===== config.mk =====
export PLATFORM = sky130hd
export DESIGN_NAME = pipe_hazard_ctrl
export DESIGN_NICKNAME = d
export VERILOG_FILES = /design/src/rtl/pipe_hazard_ctrl.sv
export SDC_FILE = /design/constraint.sdc
export NUM_CORES = 1
export LEC_CHECK = 0
export CELL_PAD_IN_SITES_DETAIL_PLACEMENT = 0
export CELL_PAD_IN_SITES_GLOBAL_PLACEMENT = 1
export CORE_ASPECT_RATIO = 0.6
export CORE_MARGIN = 2
export CORE_UTILIZATION = 23
export CTS_BUF_LIST = sky130_fd_sc_hd__clkbuf_8
export CTS_CLUSTER_SIZE = 25
export DETAILED_ROUTE_END_ITERATION = 7
export PLACE_DENSITY_LB_ADDON = 0.2
export SLEW_MARGIN = 20
export SYNTH_ARGS = -nofsm -noshare
export SYNTH_HDL_FRONTEND = slang
export SYNTH_SLANG_ARGS = --single-unit

===== constraint.sdc =====
create_clock -name Clk -period 5.8 [get_ports Clk]
set_clock_uncertainty 0.05 [all_clocks]
set_input_delay 1.45 -clock Clk [delete_from_list [all_inputs] [get_ports Clk]]
set_output_delay 1.45 -clock Clk [all_outputs]
set_load 0.03 [all_outputs]

===== src/rtl/pipe_hazard_ctrl.sv =====
// pipe_hazard_ctrl
// Hazard controller and multiply/divide scheduler for a 5-stage MIPS pipeline.
// It decides each cycle whether fetch advances, stalls or flushes, inserts
// ID/EX bubbles, and sequences the shared multi-cycle MD unit.
//
// Ports:
//   Clk, Rst                  pipeline clock (state on negedge), async active-high reset
//   ID_Rs, ID_Rt              ID source register numbers
//   ID_UsesRs, ID_UsesRt      ID instruction reads Rs / Rt
//   ID_MdUse                  ID instruction starts an MD op or reads HI/LO
//   EX_Rw                     EX destination register (after RegDst mux)
//   EX_RegWr, EX_MemtoReg     EX control bits
//   EX_BrTaken, EX_Jump       control transfer resolved in EX
//   EX_MdStart                EX instruction launches an MD op
//   PC_WrEn, IF_ID_WrEn       fetch-side load enables
//   IF_ID_Flush               IF/ID loads a NOP
//   ID_EX_Clrn                active-low clear of ID/EX (0 = bubble)
//   Md_Busy, Md_ResultVld     MD unit status
//   Perf_StallCnt/FlushCnt/MdCnt  performance counters
//
// Parameter MD_LATENCY (2..255): MD latency from start edge to end of the
// result-valid cycle.
// Macro PIPE_CTRL_PERF_EN: builds the performance counters; otherwise the
// Perf_* ports are tied to zero.
//
// state   | meaning
// MD_IDLE | no MD op in flight
// MD_BUSY | MD unit computing, cnt counts down to 1
// MD_DONE | result valid, HI/LO written this cycle

module pipe_hazard_ctrl #(
   parameter int MD_LATENCY = 8
) (
   input  logic        Clk,
   input  logic        Rst,
   input  logic [4:0]  ID_Rs,
   input  logic [4:0]  ID_Rt,
   input  logic        ID_UsesRs,
   input  logic        ID_UsesRt,
   input  logic        ID_MdUse,
   input  logic [4:0]  EX_Rw,
   input  logic        EX_RegWr,
   input  logic        EX_MemtoReg,
   input  logic        EX_BrTaken,
   input  logic        EX_Jump,
   input  logic        EX_MdStart,
   output logic        PC_WrEn,
   output logic        IF_ID_WrEn,
   output logic        IF_ID_Flush,
   output logic        ID_EX_Clrn,
   output logic        Md_Busy,
   output logic        Md_ResultVld,
   output logic [31:0] Perf_StallCnt,
   output logic [31:0] Perf_FlushCnt,
   output logic [31:0] Perf_MdCnt
);

   typedef enum logic [1:0] {
      MD_IDLE = 2'd0,
      MD_BUSY = 2'd1,
      MD_DONE = 2'd2
   } md_state_e;

   localparam logic [7:0] CNT_LOAD = 8'(MD_LATENCY - 1);

   md_state_e  state_q, state_d;
   logic [7:0] cnt_q, cnt_d;

   logic load_use, md_haz, redirect;

   assign load_use = EX_MemtoReg & EX_RegWr & (EX_Rw != 5'd0) &
                     ((ID_UsesRs & (ID_Rs == EX_Rw)) | (ID_UsesRt & (ID_Rt == EX_Rw)));
   assign md_haz   = ID_MdUse & (Md_Busy | EX_MdStart);
   assign redirect = EX_BrTaken | EX_Jump;

   always_ff @(negedge Clk or posedge Rst) begin
      if (Rst) begin
         state_q <= MD_IDLE;
         cnt_q   <= 8'd0;
      end else begin
         state_q <= state_d;
         cnt_q   <= cnt_d;
      end
   end

   always_comb begin
      state_d      = state_q;
      cnt_d        = cnt_q;
      Md_Busy      = 1'b0;
      Md_ResultVld = 1'b0;
      case (state_q)
         MD_IDLE: begin
            if (EX_MdStart) begin
               state_d = MD_BUSY;
               cnt_d   = CNT_LOAD;
            end
         end
         MD_BUSY: begin
            Md_Busy = 1'b1;
            // <= 1 rather than == 1 so a corrupted zero count cannot wrap to 255
            if (cnt_q <= 8'd1) begin
               state_d = MD_DONE;
               cnt_d   = 8'd0;
            end else begin
               cnt_d = cnt_q - 8'd1;
            end
         end
         MD_DONE: begin
            Md_ResultVld = 1'b1;
            if (EX_MdStart) begin
               state_d = MD_BUSY;
               cnt_d   = CNT_LOAD;
            end else begin
               state_d = MD_IDLE;
            end
         end
         default: begin
            state_d = MD_IDLE;
            cnt_d   = 8'd0;
         end
      endcase
   end

   always_comb begin
      PC_WrEn     = 1'b1;
      IF_ID_WrEn  = 1'b1;
      IF_ID_Flush = 1'b0;
      ID_EX_Clrn  = 1'b1;
      if (Rst) begin
         PC_WrEn     = 1'b0;
         IF_ID_WrEn  = 1'b0;
         IF_ID_Flush = 1'b1;
         ID_EX_Clrn  = 1'b0;
      end else if (redirect) begin
         IF_ID_Flush = 1'b1;
         ID_EX_Clrn  = 1'b0;
      end else if (load_use | md_haz) begin
         PC_WrEn    = 1'b0;
         IF_ID_WrEn = 1'b0;
         ID_EX_Clrn = 1'b0;
      end
   end

`ifdef PIPE_CTRL_PERF_EN
   logic [31:0] stall_cnt_q, flush_cnt_q, md_cnt_q;
   logic        stall_sel, md_done_entry;

   assign stall_sel     = ~redirect & (load_use | md_haz);
   assign md_done_entry = (state_q == MD_BUSY) && (state_d == MD_DONE);

   always_ff @(negedge Clk or posedge Rst) begin
      if (Rst) begin
         stall_cnt_q <= 32'd0;
         flush_cnt_q <= 32'd0;
         md_cnt_q    <= 32'd0;
      end else begin
         if (stall_sel)     stall_cnt_q <= stall_cnt_q + 32'd1;
         if (redirect)      flush_cnt_q <= flush_cnt_q + 32'd1;
         if (md_done_entry) md_cnt_q    <= md_cnt_q + 32'd1;
      end
   end

   assign Perf_StallCnt = stall_cnt_q;
   assign Perf_FlushCnt = flush_cnt_q;
   assign Perf_MdCnt    = md_cnt_q;
`else
   assign Perf_StallCnt = 32'd0;
   assign Perf_FlushCnt = 32'd0;
   assign Perf_MdCnt    = 32'd0;
`endif

endmodule


Word-level counts from Yosys, hierarchy flattened
Index checks and enable logic that the tools add are counted.
{ "word_totals": {"ff_bits": 10, "in_bits": 25} }
{ "classes": {"n_addsub": 1, "order_cmp": 1, "n_eq_ne": 7, "mux": 16, "bitwise_logic": 10, "reduce_logical": 4} }
{ "op_table": {"columns": ["cell", "count"], "rows": [
  ["2-to-1 mux 8 bit", 2],
  ["case mux 8 bit (2 select lines)", 1],
  ["equality test 5 bit", 2],
  ["2-to-1 mux 1 bit", 10],
  ["less-or-equal comparator 8 x 1 -> 1 bit, second input constant", 1],
  ["subtractor 8 x 1 -> 8 bit, second input constant", 1],
  ["bitwise AND 1 bit", 6],
  ["case mux 2 bit (3 select lines)", 1],
  ["nonzero test 5 bit", 1],
  ["2-to-1 mux 2 bit", 2],
  ["inequality test 2 bit, second input constant", 2],
  ["bitwise OR 1 bit", 4],
  ["equality test 2 x 1 -> 1 bit, second input constant", 1],
  ["equality test 2 bit, second input constant", 1],
  ["zero test 2 bit", 1],
  ["inequality test 2 x 1 -> 1 bit, second input constant", 1],
  ["AND reduction 2 bit", 1],
  ["OR reduction 2 bit", 1]
]} }

Depth between registers and ports, before layout
{ "logic_depth": {"ltp_word": 8, "mapped_depth": 6, "depth_no_buf": 6} }

==> reports/results.txt <==
Status: finished, violations left
Failing checks: negative setup slack
Routed WL: 2440 um
Fillers: 678
Total Nets Final: 240
Placed insts: 292
Post-synth cell types: 30
Largest stage delay, worst path: 0.36 ns
Final Setup Violations: 2
CTS hold repair buffers: 0
Clk buf depth: 2
Pin count of the biggest net entering global routing: 13
Share of cells above drive strength 1: 0.0853
Dpl ws: 0.165 ns
Worst EP arrival: 4.37 ns
Critical-path cell list: nor2b_4, o21ai_2, nor3_2, a311oi_4, buf_6
I/O pins: 127
Logic gate share of total power: 0.462
Clk pin slew, worst setup/hold paths: 0.04 ns
Seq/Total Area, Yosys: 0.174
Crit-path max FO: 3
Clock power share: 0.273
Clock sinks: 10
Area of the mapped netlist: 1440 sq um
Total track usage: 0.0673
Switching portion of total power: 0.469
Die W: 106 um
CTS tree: yes
Worst Path Buf+Inv: 1
Worst Hold Class: reg -> reg
Power Internal: 141 uW
Final Cell Area: 1590 sq um
Maximum VDD drop: 62.7 uV
# Post-CTS Setup Buffers: 0
Vias in the first global route: 762
Worst hold slack: 0.478 ns
Post-route setup slack: -0.0748 ns
Wire per inst: 8.25 um
Critical path endpoint category: primary output
Worst slew pin tran: 0.534 ns
Row count: 22
Syn Area/Cell: 8.13 sq um
Static Leakage: 0.000773 uW
DRT iter0 DRCs: 32
Seq pwr share: 0.265
Final ANT Viol Nets: 0
Area growth syn-to-layout: 10.3%
Most common library cell in the layout ignoring fill and taps: conb_1
Routability cong.: 0.719
Req. time, crit path: 4.30 ns
Worst skew pair latency: 0.26 ns
Net Sw Power: 124 uW
Power Dens Cells: 167 nW/um^2
Initial antenna violation count: 0
First-pass GRT wire length: 3770 um
Die height: 65.3 um
Via Count: 922
Crit start category: flip-flop
Final Slew Violations: 0
DR vias/cell: 3.13
Critical path type: reg -> out
Die area: 6930 sq um
Synth warn: 0
Max Cap Viol: 0
Final Hold Fails: 0
Slew margin rel.: 0.643
Non-filler cells in the finished layout: 295
Setup TNS: -0.127 ns
Core ar.: 6080 sq um
IO Port Bufs: 30
ANT cells: 0
Cts bufs inserted: 3
Register bit total from synthesis: 10
Post-DP HPWL: 2140 um
Total global routing overflow: 0
Most frequent cells in the layout: 96 x conb_1, 25 x clkdlybuf4s50_1, 13 x xnor2_1
Residual DRC: 0
Slowest CP cell: dfrtn_1
Family with the most delay on the worst path: compound AO/OA/AOI/OAI gates
CTS root buffer: clkbuf_8
H-tree level count: 1
Starting Density: 0.237
RSZ-0062 raised after global routing: true
Synth Instances: 177
Dpl cell area: 1540 sq um
Drt pass-1 iters: 5
[worst paths after layout]
kind | to | startpoint | cells past startpoint | slack (ns)
min in group asynchronous | state_q[0]$_DFFE_NP0P_ | Rst | 2 | 4.33
hold reg to reg | cnt_q[5]$_DFFE_NP0P_ | cnt_q[5]$_DFFE_NP0P_ | 2 | 0.48
setup / recovery | IF_ID_WrEn | state_q[0]$_DFFE_NP0P_ | 5 | -0.07
setup reg to reg | cnt_q[3]$_DFFE_NP0P_ | cnt_q[3]$_DFFE_NP0P_ | 4 | 3.74
max in group asynchronous | cnt_q[2]$_DFFE_NP0P_ | Rst | 2 | 1.02
hold / removal | cnt_q[5]$_DFFE_NP0P_ | cnt_q[5]$_DFFE_NP0P_ | 2 | 0.48
[Yosys cell counts, drive strengths merged]
master | number | share of area
or3 | 1 | 0.0044
or4 | 1 | 0.0078
a21oi | 1 | 0.0035
and3 | 1 | 0.0044
clkbuf | 1 | 0.0026
xnor2 | 13 | 0.079
nor2b | 2 | 0.0087
dfrtn | 10 | 0.17
nor2 | 9 | 0.023
a311oi | 1 | 0.0061
inv | 3 | 0.0078
o22ai | 3 | 0.013
o311a | 1 | 0.0070
nor3 | 3 | 0.010
buf | 97 | 0.51
nor4b | 1 | 0.0061
nor4 | 2 | 0.0087
nand3 | 1 | 0.0035
nand2 | 7 | 0.018
nand3b | 1 | 0.0052
o41ai | 1 | 0.019
ha | 2 | 0.017
nand2b | 2 | 0.0087
a21o | 1 | 0.0052
nand4 | 2 | 0.0087
o21ai | 6 | 0.021
o21a | 1 | 0.0052
xor2 | 2 | 0.012
conb | 1 | 0.0026
[registers in the layout, indices dropped and copies added, names as in the netlist]
register  count
cnt_q         8
state_q       2
[stage by stage]
stage          total power, uW  utilization
2_1_floorplan              218            -
3_3_place_gp               193        0.252
3_5_place_dp               192        0.252
4_1_cts                    265        0.260
5_1_grt                    277        0.261
6_report                   265        0.261
[final cells by class]
| class | instances | area, sq um | area share |
|---|---|---|---|
| inverter | 3 | 11.3 | 0.00710 |
| multi-input combinational | 161 | 840 | 0.529 |
| sequential | 10 | 250 | 0.158 |
| timing repair buffer | 34 | 339 | 0.214 |
| clock buffer | 3 | 41.3 | 0.0260 |
| tap | 84 | 105 | 0.0662 |
[power groups by stage]
stage / Sequential, uW / Clock, uW / Combinational, uW
after floorplan: 71.4 / 0 / 147
after global placement: 71.4 / 0 / 122
after detailed placement: 71.4 / 0 / 121
after CTS: 70.3 / 73.6 / 122
after global routing: 70.3 / 76.7 / 130
final: 70.4 / 72.2 / 122
[cell families after synthesis]
group | share of synthesized area
compound gates | 0.0800
xor+xnor | 0.0913
fa+ha+maj | 0.0174
buf+inv | 0.517
flops | 0.174
other cells | 0.00261
simple gates | 0.118
[tightest hold or removal path, delay by kind of cell, from the launching register on]
family | cells | cell delay (ns)
flops | 1 | 0.38
simple gates | 1 | 0.08
xor+xnor | 1 | 0.14
[routing by layer]
metal / GRT usage / wire (um)
met4: 0.0148 / 16
met2: 0.116 / 1170
met5: 0 / 0
met3: 0.0129 / 192
met1: 0.0878 / 1050
[timing repair]
item,in CTS,in global routing
resized for setup,2,2
cloned,0,0
setup endpoints to repair,3,3
No activity file was read; power rests on OpenSTA's default activity.
